File: config.mk
export PLATFORM = sky130hd
export DESIGN_NAME = i2c_master
export DESIGN_NICKNAME = d
export VERILOG_FILES = /design/src/rtl/i2c_master.sv
export SDC_FILE = /design/constraint.sdc
export NUM_CORES = 1
export LEC_CHECK = 0
export ABC_AREA = 1
export ABC_CLOCK_PERIOD_IN_PS = 2400
export BUFFER_PORTS_ARGS = -buffer_cell sky130_fd_sc_hd__buf_2
export CORE_AREA = 2 2 67 69
export CTS_CLUSTER_DIAMETER = 50
export DETAILED_ROUTE_END_ITERATION = 10
export DIE_AREA = 0 0 69 71
export GPL_ROUTABILITY_DRIVEN = 0
export GPL_TIMING_DRIVEN = 0
export HOLD_SLACK_MARGIN = 0.12
export PLACE_DENSITY_LB_ADDON = 0.1
export SYNTH_ARGS = -nofsm -noshare
export SYNTH_HDL_FRONTEND = slang
export SYNTH_SLANG_ARGS = --single-unit
File: constraint.sdc
create_clock -name clk -period 2.4 [get_ports clk]
set_clock_uncertainty 0.15 [all_clocks]
set_input_delay 0.24 -clock clk [delete_from_list [all_inputs] [get_ports clk]]
set_output_delay 0.24 -clock clk [all_outputs]
set_load 0.01 [all_outputs]
File: src/rtl/i2c_master.sv
// Single-byte I2C master: START, 7-bit address + R/W, one data byte, STOP.
// SCL is push-pull; SDA is driven open-drain through sda_oe.
module i2c_master #(
   parameter int unsigned CLK_DIV = 4
) (
   input  logic       clk,
   input  logic       rst,
   input  logic       enb,
   input  logic       start,
   input  logic [6:0] addr,
   input  logic       rw,
   input  logic [7:0] data_wr,
   input  logic       sda_in,
   output logic       sda_oe,
   output logic       scl,
   output logic [7:0] data_rd,
   output logic       busy,
   output logic       done,
   output logic       nack
);

   localparam int unsigned DIV_W = (CLK_DIV > 1) ? $clog2(CLK_DIV) : 1;

   typedef enum logic [2:0] {
      ST_IDLE,
      ST_START,
      ST_ADDR,
      ST_ACK1,
      ST_DATA,
      ST_ACK2,
      ST_STOP
   } state_t;

   state_t           state, state_n;
   logic [DIV_W-1:0] div_cnt, div_n;
   logic [1:0]       q, q_n;
   logic [2:0]       bit_cnt, bit_n;
   logic [7:0]       frame, frame_n;
   logic [7:0]       wbyte, wbyte_n;
   logic [7:0]       data_rd_n;
   logic             scl_n, sda_oe_n, busy_n, done_n, nack_n;
   logic             tick, slot_end, sample;

   // Quarter tick, end of a bit slot, and the q2->q3 SDA sample point.
   assign tick     = (state != ST_IDLE) && (div_cnt == DIV_W'(CLK_DIV - 1));
   assign slot_end = tick && (q == 2'd3);
   assign sample   = tick && (q == 2'd2);

   always_ff @(posedge clk or posedge rst) begin
      if (rst) begin
         state   <= ST_IDLE;
         div_cnt <= '0;
         q       <= '0;
         bit_cnt <= '0;
         frame   <= '0;
         wbyte   <= '0;
         scl     <= 1'b1;
         sda_oe  <= 1'b0;
         busy    <= 1'b0;
         done    <= 1'b0;
         nack    <= 1'b0;
         data_rd <= '0;
      end else begin
         state   <= state_n;
         div_cnt <= div_n;
         q       <= q_n;
         bit_cnt <= bit_n;
         frame   <= frame_n;
         wbyte   <= wbyte_n;
         scl     <= scl_n;
         sda_oe  <= sda_oe_n;
         busy    <= busy_n;
         done    <= done_n;
         nack    <= nack_n;
         data_rd <= data_rd_n;
      end
   end

   always_comb begin
      state_n   = state;
      div_n     = div_cnt;
      q_n       = q;
      bit_n     = bit_cnt;
      frame_n   = frame;
      wbyte_n   = wbyte;
      busy_n    = busy;
      done_n    = 1'b0;
      nack_n    = nack;
      data_rd_n = data_rd;
      scl_n     = 1'b1;
      sda_oe_n  = 1'b0;

      if (state != ST_IDLE) begin
         div_n = tick ? DIV_W'(0) : div_cnt + DIV_W'(1);
         if (tick) q_n = q + 2'd1;
      end

      unique case (state)
         ST_IDLE: begin
            // done blocks accept so a request in the DONE cycle is dropped
            if (enb && start && !done) begin
               state_n = ST_START;
               div_n   = '0;
               q_n     = '0;
               bit_n   = '0;
               frame_n = {addr, rw};
               wbyte_n = data_wr;
               nack_n  = 1'b0;
               busy_n  = 1'b1;
            end
         end
         ST_START: begin
            if (slot_end) begin
               state_n = ST_ADDR;
               bit_n   = '0;
            end
         end
         ST_ADDR: begin
            if (slot_end) begin
               if (bit_cnt == 3'd7) state_n = ST_ACK1;
               bit_n = bit_cnt + 3'd1;
            end
         end
         ST_ACK1: begin
            if (sample && sda_in) nack_n = 1'b1;
            if (slot_end) state_n = nack ? ST_STOP : ST_DATA;
         end
         ST_DATA: begin
            if (sample && frame[0]) data_rd_n = {data_rd[6:0], sda_in};
            if (slot_end) begin
               if (bit_cnt == 3'd7) state_n = ST_ACK2;
               bit_n = bit_cnt + 3'd1;
            end
         end
         ST_ACK2: begin
            if (sample && !frame[0] && sda_in) nack_n = 1'b1;
            if (slot_end) state_n = ST_STOP;
         end
         ST_STOP: begin
            if (slot_end) begin
               state_n = ST_IDLE;
               busy_n  = 1'b0;
               done_n  = 1'b1;
            end
         end
         default: begin
            state_n = ST_IDLE;
            busy_n  = 1'b0;
         end
      endcase

      // Line levels are decoded from the next state so the registered pins line up with it.
      unique case (state_n)
         ST_IDLE: begin
            scl_n    = 1'b1;
            sda_oe_n = 1'b0;
         end
         ST_START: begin
            scl_n    = 1'b1;
            sda_oe_n = q_n[1];
         end
         ST_ADDR: begin
            scl_n    = q_n[1];
            sda_oe_n = ~frame_n[3'd7 - bit_n];
         end
         ST_DATA: begin
            scl_n    = q_n[1];
            sda_oe_n = frame_n[0] ? 1'b0 : ~wbyte_n[3'd7 - bit_n];
         end
         ST_ACK1, ST_ACK2: begin
            scl_n    = q_n[1];
            sda_oe_n = 1'b0;
         end
         ST_STOP: begin
            scl_n    = (q_n != 2'd0);
            sda_oe_n = ~q_n[1];
         end
         default: begin
            scl_n    = 1'b1;
            sda_oe_n = 1'b0;
         end
      endcase
   end

endmodule

==> flow_summary_export.csv, run 1 <==
group,metric,value,unit
status,outcome,"finished, final reports clean",
layout,layout.nets,357,
timing,finalCritPeriodShare,94.81,%
critical_path,critPathBufInv,3,
critical_path,crit_chain,"inv_2 > nand2_4 > nand3_4 > ha_1 > inv_1 > a21oi_4 > buf_4 > nand3_1 > nand3_1 > nand2_1 > nand2_1 > nand3_1 > nand3_1",
yosys,netlist_area,2280,um2
clocking,clock_latency,0.29,ns
critical_path,slowest_stage,"dfrtp_2",
clocking,cts_tree,"done",
clocking,cts.path.max_buffers,2,
die,core_area,4204,um2
die,die_h,71,um
layout,drive_gt1_share,31.12,%
timing,rsz0062_at_grt,"false",
grt,gr-total-overflow,0,
clocking,htree_levels,2,
yosys,async_flop_share,100.0,%
yosys,ys_seq_area_share,42.86,%
timing,holdWs,0.3282,ns
detailed_routing,vias_per_cell,4.804,
detailed_routing,drc,0,
timing,worstMarginPinSlew,0.8213,ns
critical_path,crit_fanout,8,
critical_path,slowest_delay,0.41,ns
yosys,ys.flop_type,"dfrtp_1",
timing,fmaxAchievable,0.4395,GHz
timing,setup_ws,0.1246,ns
yosys,synth_seq_cells,39,
detailed_routing,first_pass_iters,5,
yosys,syn_area_per_cell,8.538,um2
detailed_routing,wl,4507,um
job,cap_violations,0,
min_path,min_path_type,"flop to flop",
timing,setup_violations,0,
timing,tns,0,ns
place,place_hpwl,3198,um
yosys,synth_cells,267,
grt,grt_first_pass_wirelength,7948,um
clocking,cts-root-buf,"clkbuf_8",
die,start_util,54.23,%
die,die_w,69,um
critical_path,crit_family,"simple AND/OR/NAND/NOR gates",
timing,period_minus_slack,2.275,ns
grt,grt_max_degree,40,
critical_path,cp.arrival,2.35,ns
power_and_ir_drop,p_per_area,406.4,nW/um2
die,die_area,4899,um2
clocking,cts_buffers,5,
critical_path,timing_worst_setup_path_type,"flop to flop",
layout,area_growth,24.04,%
detailed_routing,ant_nets,0,
yosys,synth.distinct_cells,36,
critical_path,cpMostUsedCell,"nand3_1",
die,ios,34,
timing,slew_viol_final,0,
grt,grt_usage,20.19,%
critical_path,cp.required,2.48,ns
yosys,synth-edff-count,0,
power_and_ir_drop,total_power,0.001149,W
critical_path,critPathLaunchType,"flop",
yosys,syn_nets,294,
detailed_routing,routedWlPerCell,11.77,um
power_and_ir_drop,leakage,1.474,nW
grt,grt_pass1_vias,1820,
yosys,yosysWarnings,0,
clocking,worst_setup_hold_path_clk_slew,0.08,ns
critical_path,worstSetupEndpointType,"flop",
clocking,cts.sinks,39,
place,io_buffers,33,
die,rows,24,
power_and_ir_drop,ir_worst_vdd,292.8,uV
grt,antenna_found_initial,0,
layout,num_antenna_cells,0,
place,pre_cts_ws,0.02225,ns
timing,finalHoldViolCount,0,
detailed_routing,drtIter0Drc,106,
timing,max_slew_margin,45.17,%
detailed_routing,num_vias,1840,
==> cells in the mapped netlist (2+ instances only) <==
cell	count	area share, %
nand2_1	50	8.2
inv_1	45	7.4
dfrtp_1	38	42
nand3_1	27	5.9
nor2_1	17	2.8
o21ai_2	14	5.4
o21ai_0	8	1.8
a21oi_1	6	1.3
ha_1	6	3.3
inv_2	6	0.99
or2_0	6	1.6
o21ai_1	5	1.1
nand2_2	4	1.1
nand2_4	4	2.0
nand3_2	3	1.3
nor2_2	3	0.82
and3_4	2	0.99
buf_6	2	0.99
inv_4	2	0.55
nor2_4	2	0.99
nor3_1	2	0.44
==> logic make-up (layout without fill, tap and decap cells) <==
group | count (synthesis) | after routing | synth area share, %
buffers and inverters | 57 | 121 | 11.14
AO/OA/AOI/OAI | 40 | 40 | 13.06
flip-flops | 39 | 39 | 42.87
adder cells (fa/ha/maj) | 7 | 7 | 3.787
AND/OR/NAND/NOR | 124 | 124 | 29.14
==> cells in the final DEF (no fill, tap or decap), types with 3 or more instances in the layout <==
cell type | synthesis | layout
a21oi_1 | 6 | 6
buf_2 | 0 | 33
buf_4 | 1 | 6
clkbuf_8 | 0 | 5
dfrtp_1 | 38 | 35
dfrtp_2 | 0 | 3
dlygate4sd3_1 | 0 | 18
ha_1 | 6 | 4
inv_1 | 45 | 44
inv_2 | 6 | 7
nand2_1 | 50 | 50
nand2_2 | 4 | 4
nand2_4 | 4 | 4
nand3_1 | 27 | 27
nand3_2 | 3 | 3
nor2_1 | 17 | 17
nor2_2 | 3 | 3
o21ai_0 | 8 | 8
o21ai_1 | 5 | 5
o21ai_2 | 14 | 14
or2_0 | 6 | 6
==> through the flow <==
step,util [%],instances,instance area (um2)
final,67.26,383,2828
after floorplan,-,267,2280
after CTS,65.95,378,2773
after global placement,59.70,352,2510
after detailed placement,59.70,352,2510
after global routing,67.26,383,2828
==> power breakdown <==
part | internal [W] | switching, W | total (W)
Combinational | 0.0000310 | 0.0000258 | 0.0000568
Sequential | 0.000657 | 0 | 0.000657
Clock | 0.000204 | 0.000231 | 0.000436
Total | 0.000892 | 0.000257 | 0.00115
==> final timing paths <==
kind	endpoint	slack (ns)	depth (start not counted)	from
setup / recovery	sda_oe	0.12	13	state[2]
hold / removal	busy	0.33	1	busy
setup reg to reg	sda_oe	0.12	13	state[2]
hold reg to reg	busy	0.33	1	busy
max in group asynchronous	state[2]	1.02	3	rst
min in group asynchronous	data_rd[2]	0.50	3	rst
==> timing repair <==
item,4_1_cts,5_1_grt
gates resized for setup,1,5
setup endpoints to repair,1,1
hold buffers,18,0
pin swaps,0,1
hold endpoints to repair,55,0
buffers inserted,0,5
==> registers in the layout (all words and copies together), names as in the netlist <==
signal	flops
bit_cnt	3
busy	1
data_rd	8
div_cnt	2
done	1
frame	8
nack	1
q	2
scl	1
sda_oe	1
state	3
wbyte	8
==> final cells by class <==
class                   instances  area, um2
repair buffers                 56      382.9
flip-flops and latches         39      980.9
clock inverters                 1      5.005
multi-input cells             171       1064
well taps                      52      65.06
fillers                       383       1376
plain buffers                   4      50.05
clock buffers                   7      76.32
inverters                      53      203.9
==> routing by layer <==
layer  vias to the layer above  GRT usage (%)  share of wire (%)
met5                         -              0                  0
met4                         0          6.536                1.4
met3                         5          4.843                3.9
met2                        34          36.00                 48
met1                       826          24.08                 47
li1                        975              -                  -
(Power assumes the default switching activity.)
==> run 2, diff against run 1 <==
Settings changed: PLACE_DENSITY from default to 0.77, PLACE_DENSITY_LB_ADDON 0.1 to default.
==> run 2 against run 1 <==
Against the previous run:
- setup slack lost 0.00095 ns
- sequential power barely moved
- critical path depth decreased by 1
- largest power group unchanged
- via count up 0.98%
- design area down 0.58%
- sequential share of layout area increased by 0.20 points
- utilization shrank 0.39 points
- maximum frequency is essentially flat
==> flow_summary_export.csv, run 2 (same netlist as run 1, synthesis figures left out) <==
group,metric,value,unit
clocking,cts.sinks,39,
die,start_util,54.23,%
die,core_area,4204,um2
layout,area_growth,23.33,%
power_and_ir_drop,ir_worst_vdd,323.6,uV
layout,drive_gt1_share,30.70,%
grt,grt_first_pass_wirelength,8079,um
power_and_ir_drop,p_per_area,414.5,nW/um2
timing,tns,0,ns
layout,mostFrequentLayoutCell,"nand2_1",
detailed_routing,first_pass_iters,5,
die,die_h,71,um
die,ios,34,
power_and_ir_drop,pwr-share-seq,56.3,%
place,io_buffers,33,
die,rows,24,
clocking,cts_tree,"done",
timing,worstMarginPinSlew,0.8134,ns
power_and_ir_drop,p_sw,0.0002523,W
layout,design_area,2811,um2
place,place_hpwl,3179,um
status,outcome,"finished, final reports clean",
min_path,worstHoldStart,"busy",
critical_path,timing_worst_setup_path_type,"flop to flop",
critical_path,worstSetupEndpointType,"flop",
clocking,cts-root-buf,"clkbuf_8",
timing,rsz0062_at_grt,"false",
power_and_ir_drop,switching_share,21.64,%
die,die_area,4899,um2
place,dp.cells,352,
timing,period_minus_slack,2.276,ns
layout,layout_common_cells,"nand2_1 (50), inv_1 (44), dfrtp_1 (35), buf_2 (33), nand3_1 (27)",
grt,use_met2,35.79,%
critical_path,critPathLaunchType,"flop",
power_and_ir_drop,leakage,1.471,nW
min_path,min_path_type,"flop to flop",
clocking,htree_levels,2,
power_and_ir_drop,combPwrFrac,4.8,%
grt,grt_pass1_vias,1885,
critical_path,crit_fanout,8,
grt,gr-usage-met1,24.47,%
critical_path,worstReg2RegStart,"div_cnt[0]",
detailed_routing,vias_per_cell,4.877,
power_and_ir_drop,power.internal,0.0009132,W
place,post_dp_cell_area,2510,um2
layout,fillers,347,
layout,top_regs,"data_rd: 8 flops, frame: 8 flops, wbyte: 8 flops",
layout,seqCellArea,980.9,um2
timing,finalHoldViolCount,0,
timing,max_slew_margin,45.69,%
grt,grt_max_degree,40,
clocking,cts.path.max_buffers,2,
layout,num_antenna_cells,0,
detailed_routing,routedWlPerCell,11.59,um
timing,setup_violations,0,
detailed_routing,wl,4415,um
clocking,clock_latency,0.29,ns
critical_path,cp.required,2.48,ns
layout,fin_cells,381,
timing,finalCritPeriodShare,94.85,%
detailed_routing,ant_nets,0,
grt,grt_usage,20.48,%
grt,grt_busiest_layer,"met2",
grt,use_met3,4.131,%
critical_path,worstSetupStartpoint,"div_cnt[0]",
timing,fmaxAchievable,0.4393,GHz
critical_path,cp.arrival,2.36,ns
detailed_routing,drtIter0Drc,88,
layout,multi_input_area,1049,um2
power_and_ir_drop,p_clk_share,38.8,%
clocking,cts_buffers,5,
clocking,worst_setup_hold_path_clk_slew,0.07,ns
detailed_routing,num_vias,1858,
grt,gr-total-overflow,0,
timing,slew_viol_final,0,
job,cap_violations,0,
detailed_routing,drc,0,
layout,layout.nets,356,
timing,holdWs,0.3247,ns
die,die_w,69,um
grt,antenna_found_initial,0,
run 2: power by group through the flow:
| stage | sequential (W) | combinational, W | clock [W] |
|---|---|---|---|
| floorplan | 0.000670 | 0.0000122 | 0 |
| global placement | 0.000670 | 0.0000352 | 0 |
| detailed placement | 0.000670 | 0.0000359 | 0 |
| CTS | 0.000657 | 0.0000579 | 0.000460 |
| global route | 0.000656 | 0.0000641 | 0.000488 |
| finish | 0.000657 | 0.0000563 | 0.000452 |
run 2: timing repair:
action,4_1_cts,5_1_grt
setup endpoints to repair,0,1
hold endpoints to repair,56,0
buffers inserted,0,4
resized for setup,0,3
hold buffers,18,0
run 2: path summary, 6_finish.rpt:
check | depth (start not counted) | end | slack (ns)
max in group asynchronous | 3 | state[1] | 1.03
worst max-delay path | 12 | sda_oe | 0.12
worst max register to register | 12 | sda_oe | 0.12
min in group asynchronous | 3 | data_rd[0] | 0.50
worst min register to register | 1 | busy | 0.32
worst min-delay path | 1 | busy | 0.32
run 2: final cells by class:
cell class,count,share of cell area (%)
sequential,39,34.89
inverter,53,7.254
multi-input combinational,171,37.29
clock buffer,6,2.937
clock inverter,1,0.1780
buffer,4,1.780
timing repair buffer,55,13.35
tap,52,2.314
run 2: routing by layer:
| layer | wire (um) | part of all wire, % |
|---|---|---|
| met1 | 1957 | 44 |
| met2 | 2175 | 49 |
| met3 | 173 | 3.9 |
| met4 | 109 | 2.5 |
| met5 | 0 | 0 |
run 2: critical path, cell delays in order, from the launching register on:
cell and delay, ns:
dfrtp_1 0.37, ha_1 0.28, nand3_4 0.16, ha_1 0.31, inv_1 0.06, a21oi_4 0.26
buf_4 0.17, nand3_1 0.09, nand3_1 0.10, nand2_1 0.06, nand2_1 0.06, nand3_1 0.07
nand3_1 0.07
run 2: per-stage QoR:
step	setup slack [ns]	util [%]	power (W)
2_1_floorplan	0.3051	-	0.0006817
3_3_place_gp	0.07077	59.70	0.0007048
6_report	0.1237	66.88	0.001165
3_5_place_dp	0.03886	59.70	0.0007055
4_1_cts	0.03432	66.07	0.001175
5_1_grt	0.002016	66.88	0.001209
